File: config.mk
export PLATFORM = sky130hd
export DESIGN_NAME = inject_arbiter
export DESIGN_NICKNAME = d
export VERILOG_FILES = /design/src/rtl/inject_arbiter.sv
export SDC_FILE = /design/constraint.sdc
export NUM_CORES = 1
export LEC_CHECK = 0
export ABC_AREA = 1
export CAP_MARGIN = 30
export CORE_ASPECT_RATIO = 2
export CORE_MARGIN = 8
export CORE_UTILIZATION = 37
export CTS_CLUSTER_DIAMETER = 40
export CTS_CLUSTER_SIZE = 24
export DETAILED_ROUTE_END_ITERATION = 6
export PLACE_DENSITY = 0.83
export SYNTH_ARGS = -nofsm -noshare
export SYNTH_HDL_FRONTEND = slang
export SYNTH_SLANG_ARGS = --single-unit
File: constraint.sdc
create_clock -name clk_i -period 2 [get_ports clk_i]
set_clock_uncertainty 0.1 [all_clocks]
set_input_delay 0.2 -clock clk_i [delete_from_list [all_inputs] [get_ports clk_i]]
set_output_delay 0.2 -clock clk_i [all_outputs]
set_load 0.02 [all_outputs]
File: src/rtl/inject_arbiter.sv
// Round-robin arbiter sharing one credit-based flit injection link between N_REQ sources.
// Optional per-source cumulative flit counters are built when INJECT_ARBITER_CNT_EN is defined.
module inject_arbiter #(
    parameter int N_REQ     = 2,
    parameter int FLIT_SIZE = 32
) (
    input  logic                       clk_i,
    input  logic                       rst_ni,
    input  logic [N_REQ-1:0]           tx_i,
    input  logic [N_REQ*FLIT_SIZE-1:0] data_i,
    output logic [N_REQ-1:0]           credit_o,
    output logic                       tx_o,
    input  logic                       credit_i,
    output logic [FLIT_SIZE-1:0]       data_o,
    output logic [N_REQ-1:0]           grant_o,
    output logic                       busy_o,
    output logic [31:0]                burst_cnt_o,
    output logic [N_REQ*32-1:0]        flit_cnt_o
);

    localparam int IDX_W = (N_REQ > 1) ? $clog2(N_REQ) : 1;

    typedef enum logic {
        IDLE,
        GRANT
    } state_t;

    state_t             state, state_next;
    logic [IDX_W-1:0]   gnt_idx, gnt_idx_next;
    logic [IDX_W-1:0]   last_idx, last_idx_next;
    logic [31:0]        burst_cnt, burst_cnt_next;
    logic [IDX_W-1:0]   pick_idx;
    logic [IDX_W-1:0]   cand_idx;
    logic               pick_valid;
    logic               tx_sel;
    logic [FLIT_SIZE-1:0] data_sel;
    logic               xfer;

    // Rotating priority search starting just after the most recently served source.
    always_comb begin
        pick_idx   = '0;
        pick_valid = 1'b0;
        cand_idx   = '0;
        for (int i = 1; i <= N_REQ; i++) begin
            cand_idx = IDX_W'((int'(last_idx) + i) % N_REQ);
            if (!pick_valid && tx_i[cand_idx]) begin
                pick_valid = 1'b1;
                pick_idx   = cand_idx;
            end
        end
    end

    always_comb begin
        data_sel = '0;
        for (int k = 0; k < N_REQ; k++) begin
            if (gnt_idx == IDX_W'(k)) begin
                data_sel = data_i[k*FLIT_SIZE +: FLIT_SIZE];
            end
        end
    end

    assign tx_sel = tx_i[gnt_idx];
    assign xfer   = (state == GRANT) && tx_sel && credit_i;

    always_ff @(posedge clk_i or posedge rst_ni) begin
        if (rst_ni) begin
            state     <= IDLE;
            gnt_idx   <= '0;
            last_idx  <= IDX_W'(N_REQ - 1);
            burst_cnt <= '0;
        end else begin
            state     <= state_next;
            gnt_idx   <= gnt_idx_next;
            last_idx  <= last_idx_next;
            burst_cnt <= burst_cnt_next;
        end
    end

    always_comb begin
        state_next     = state;
        gnt_idx_next   = gnt_idx;
        last_idx_next  = last_idx;
        burst_cnt_next = burst_cnt;
        tx_o           = 1'b0;
        credit_o       = '0;
        data_o         = '0;
        grant_o        = '0;
        busy_o         = 1'b0;
        case (state)
            IDLE: begin
                if (pick_valid) begin
                    gnt_idx_next   = pick_idx;
                    burst_cnt_next = '0;
                    state_next     = GRANT;
                end
            end
            GRANT: begin
                tx_o              = tx_sel;
                data_o            = data_sel;
                credit_o[gnt_idx] = credit_i;
                grant_o[gnt_idx]  = 1'b1;
                busy_o            = 1'b1;
                // Release takes priority; a dropped tx cannot transfer anyway.
                if (!tx_sel) begin
                    last_idx_next = gnt_idx;
                    state_next    = IDLE;
                end else if (xfer) begin
                    burst_cnt_next = burst_cnt + 32'd1;
                end
            end
            default: state_next = IDLE;
        endcase
    end

    assign burst_cnt_o = burst_cnt;

`ifdef INJECT_ARBITER_CNT_EN
    logic [31:0] flit_cnt [N_REQ];

    always_ff @(posedge clk_i or posedge rst_ni) begin
        if (rst_ni) begin
            for (int k = 0; k < N_REQ; k++) begin
                flit_cnt[k] <= '0;
            end
        end else if (xfer) begin
            flit_cnt[gnt_idx] <= flit_cnt[gnt_idx] + 32'd1;
        end
    end

    always_comb begin
        flit_cnt_o = '0;
        for (int k = 0; k < N_REQ; k++) begin
            flit_cnt_o[k*32 +: 32] = flit_cnt[k];
        end
    end
`else
    assign flit_cnt_o = '0;
`endif

endmodule

---- Yosys cells after proc, flatten, opt, wreduce, memory -nomap -nowiden ----
Index checks and enable logic that the tools add are counted.
storage, ports and cells
  register bits after elaboration ......... 35
  bits in latches ......................... 0
  RAM bits ................................ 0
  memory bits (read-only) ................. 0
  memories ................................ 0
cells by class
  add/subtract/negate cells ............... 3
  $mul .................................... 0
  div/mod/pow operators ................... 0
  $lt $le $gt $ge ......................... 4
  eq/ne operators ......................... 3
  shift operators ......................... 0
  multiplexer cells ....................... 25
  bitwise operators ....................... 3
  reduce and logical (&&, ||, !) cells .... 8
operators with widths
  cell                   count
  $mux 32                5
  $pmux 32 s2            1
  $add 32x1->32 const B  1
  $mux 1                 15
  $lt 1x2->1 const B     3
  $logic_and 1x1->1      4
  $mux 2                 2
  $ne 2x1->1 const B     2
  $reduce_and 2->1       2
  $reduce_and 3->1       1
  $add 1x1->1 const B    2
  $and 2x2->2            1
  $ne 2x2->1 const B     1
  $not 1->1              2
  $pmux 1 s2             1
  $demux 1 s1            1
  $ge 1x1->1 const B     1
  $logic_not 1->1        1

---- Depth between registers and ports, before layout ----
  depth in word-level cells ............... 9
  depth in mapped cells ................... 10

---- Least setup slack after synthesis ----
OpenSTA, ideal clock, no wires.
  path type ............................... reg-to-output
  from .................................... reg state
  to ...................................... out data_o[22]
  data arrival time ....................... 1.493 ns
  slack ................................... 0.207 ns
  stages on the path, launching flop included .. 5
  buffers on the path ..................... 1
  cell sequence ........................... dfrtp_1 -> nand2_1 -> inv_1 -> buf_1 -> a22o_1
between the ends
  word-level cells in the longest chain between the ends .. 1
RTL lines
  element                 RTL line  RTL
  start, declared         28        state_t state, state_next;
  start signal, assigned  72        state <= state_next;
  $mux 32                 89        case (state)
  end, declared           14        output logic [FLIT_SIZE-1:0] data_o,
No other way between the ends.

---- Worst setup path after layout ----
  from .................................... reg gnt_idx
  to ...................................... out data_o[25]
between the ends
  word-level cells in the longest chain between the ends .. 2
RTL lines
  element                 RTL line  RTL
  start, declared         29        logic [IDX_W-1:0] gnt_idx, gnt_idx_next;
  start signal, assigned  73        gnt_idx <= gnt_idx_next;
  $mux 32                 56        if (gnt_idx == IDX_W'(k)) begin
  $mux 32                 89
No other way between the ends.

==> run_results.csv <==
group,metric,value,unit
final_layout,syn_to_final_growth,47.8,%
worst_setup_path,cp.arrival,1.60,ns
final_layout,final_cell_mix,"102 x clkdlybuf4s50_1, 98 x nand2_1, 74 x nor2_1",
floorplanning,core,0.00817,mm2
synthesis,ys.warnings.count,0,
placement,place.gp.congestion,0.938,
timing,setup_tns,0,ns
synthesis,syn_area,0.00306,mm2
worst_setup_path,r2r_end,"burst_cnt_o[22]$_DFFE_PP0P_",
clocking,clock_latency,0.28,ns
worst_setup_path,r2r_start,"burst_cnt_o[1]$_DFFE_PP0P_",
final_layout,antennaDiodeCount,0,
drt,finalWirelength,11500,um
pwr,vdd_drop_max,0.580,mV
floorplanning,dieArea,0.0116,mm2
timing,fmax,526,MHz
synthesis,avgSynthCellArea,6.91,um2
timing,drv_slew,0,
final_layout,fin_cells,691,
floorplanning,chipWidth,80.3,um
clocking,cts_buffer_depth,2,
clocking,cts_buffers,5,
worst_setup_path,r2r_slack,0.20,ns
worst_setup_path,crit_required,1.70,ns
synthesis,yosys.cell_types.count,31,
final_layout,drive_above_1_share,0.0759,
global_routing,grt_pass1_wl,17400,um
global_routing,grt_max_degree,36,
drt,vias,3361,
clocking,postCtsSetupBuffers,0,
timing,setup_viol,0,
timing,hold_viol_final,0,
outcome,status,"complete, no violations",
synthesis,ys_ff_latch,35,
floorplanning,die_h,145,um
global_routing,first_global_vias,3544,
timing,period_minus_slack,1.90,ns
global_routing,grt_usage,0.193,
global_routing,grt_antenna_before_repair,0,
placement,port_buffers,138,
drt,firstDrtPassIters,5,
worst_setup_path,cp-end-kind,"output pin",
worst_setup_path,r2r_cells,9,
clocking,cts_root_buf,"clkbuf_16",
pwr,power_leakage,0.00209,uW
final_layout,final_area,0.00452,mm2
synthesis,synth_cells,443,
drt,drcViolationCount,0,
final_layout,multiInputGateArea,0.00172,mm2
clocking,cts_tree,"done",
drt,drt_iter0_markers,93,
worst_setup_path,worst_setup_path_start_kind,"register",
worst_setup_path,critPathKind,"register to output pin",
floorplanning,start_util,0.374,
pwr,power_density,976,mW/mm2
job,cap_violations,0,
synthesis,synthFlopType,"dfrtp_1",
clocking,cts.sinks,35,
final_layout,layout_commonest_cell,"clkdlybuf4s50_1",
timing,finalCritPeriodShare,0.951,
clocking,hold_buffers,0,
worst_setup_path,cp_max_fo,19,
drt,routedWlPerCell,16.6,um
global_routing,grt-ovfl-total,0,
drt,ant_nets,0,
floorplanning,rows,47,
synthesis,ys_seq_area_frac,0.287,
synthesis,synth_async_sr_flop_share,1.00,
floorplanning,ios,203,
timing,whs,0.240,ns
final_layout,seqCellArea,878,um2
drt,post_drt_via_cell_ratio,4.86,
final_layout,nFillCells,794,
final_layout,nets,662,
placement,dp.cells,683,
placement,dpl.hpwl,9570,um
placement,dpl-instance-area,0.00441,mm2
clocking,clk_pin_slew,0.06,ns
synthesis,synth_edf_count,0,
timing,rsz0062_at_grt,"false",
clocking,htreeDepth,2,
worst_hold_path,hp-class,"input port to asynchronous set/reset pin",
-- worst max-delay path by stage --
stage / from / endpoint / slack, ns
6_report: gnt_idx$_DFFE_PP0P_ / data_o[25] / 0.1
5_1_grt: gnt_idx$_DFFE_PP0P_ / data_o[1] / 0.02
4_1_cts: gnt_idx$_DFFE_PP0P_ / data_o[25] / 0.07
3_5_place_dp: tx_i[1] / tx_o / 0.03
3_3_place_gp: tx_i[0] / tx_o / 0.05
2_1_floorplan: state$_DFF_PP0_ / data_o[22] / 0.21
-- report_power, final --
group | leakage, uW | total (uW) | internal, uW | switching, uW
clock | 0.0000739 | 789 | 494 | 295
sequential | 0.000477 | 880 | 791 | 89.2
combinational | 0.00153 | 2740 | 1120 | 1620
-- sequential cells by signal, summed over array words and instances, names as in the netlist --
name         flops
burst_cnt_o     32
gnt_idx          1
last_idx         1
state            1
-- layer usage --
| metal | wire [um] | vias to the layer above | track usage |
|---|---|---|---|
| met5 | 0 | - | 0 |
| met4 | 515 | 0 | 0.118 |
| met3 | 1200 | 32 | 0.0604 |
| met2 | 5700 | 200 | 0.348 |
| met1 | 4080 | 1522 | 0.181 |
| li1 | - | 1607 | - |
-- cell families after synthesis --
group,synth area share
AOI/OAI and AO/OA,0.133
xor gates and xnor gates,0.0115
buffers and inverters,0.230
and+or+nand+nor,0.334
other,0.00123
DFF,0.287
adders and majority gates,0.00409
-- area by class of cell --
class                   instances  share of cell area
multi-input cells             353               0.381
repair buffers                153               0.329
flip-flops and latches         35               0.194
inverters                      44              0.0365
clock buffers                   7              0.0316
well taps                      98              0.0271
clock inverters                 1             0.00111
-- critical path, cell delays in order (launching register included) --
cell	delay [ns]
dfrtp_1	0.40
nor2_2	0.18
buf_12	0.17
a22o_1	0.23
clkdlybuf4s15_1	0.33
-- per-stage QoR --
step | utilization | worst slack, ns | total power (uW)
floorplan | - | 0.207 | 2560
global route | 0.553 | 0.0154 | 4650
global placement | 0.540 | 0.0473 | 3870
CTS | 0.552 | 0.0716 | 4440
finish | 0.553 | 0.0987 | 4410
detailed placement | 0.540 | 0.0325 | 3900
-- synth_stat cells (4+ instances only) --
| cell | n | area share |
|---|---|---|
| o21ai_0 | 9 | 0.015 |
| buf_2 | 4 | 0.0065 |
| nor2_1 | 76 | 0.093 |
| nor3_1 | 4 | 0.0065 |
| inv_1 | 40 | 0.049 |
| buf_4 | 66 | 0.16 |
| nand2_1 | 98 | 0.12 |
| nor2_4 | 5 | 0.018 |
| dfrtp_1 | 34 | 0.28 |
| xor2_1 | 4 | 0.011 |
| a21oi_1 | 6 | 0.0098 |
| nand3_1 | 27 | 0.044 |
| a22o_1 | 32 | 0.092 |
| nand4_1 | 12 | 0.025 |
-- what timing repair did --
| action | 4_1_cts | 5_1_grt |
|---|---|---|
| gates cloned | 0 | 0 |
| gates resized for setup | 35 | 3 |
| endpoints found under the setup margin | 35 | 6 |
No activity file was read; power rests on OpenSTA's default activity.
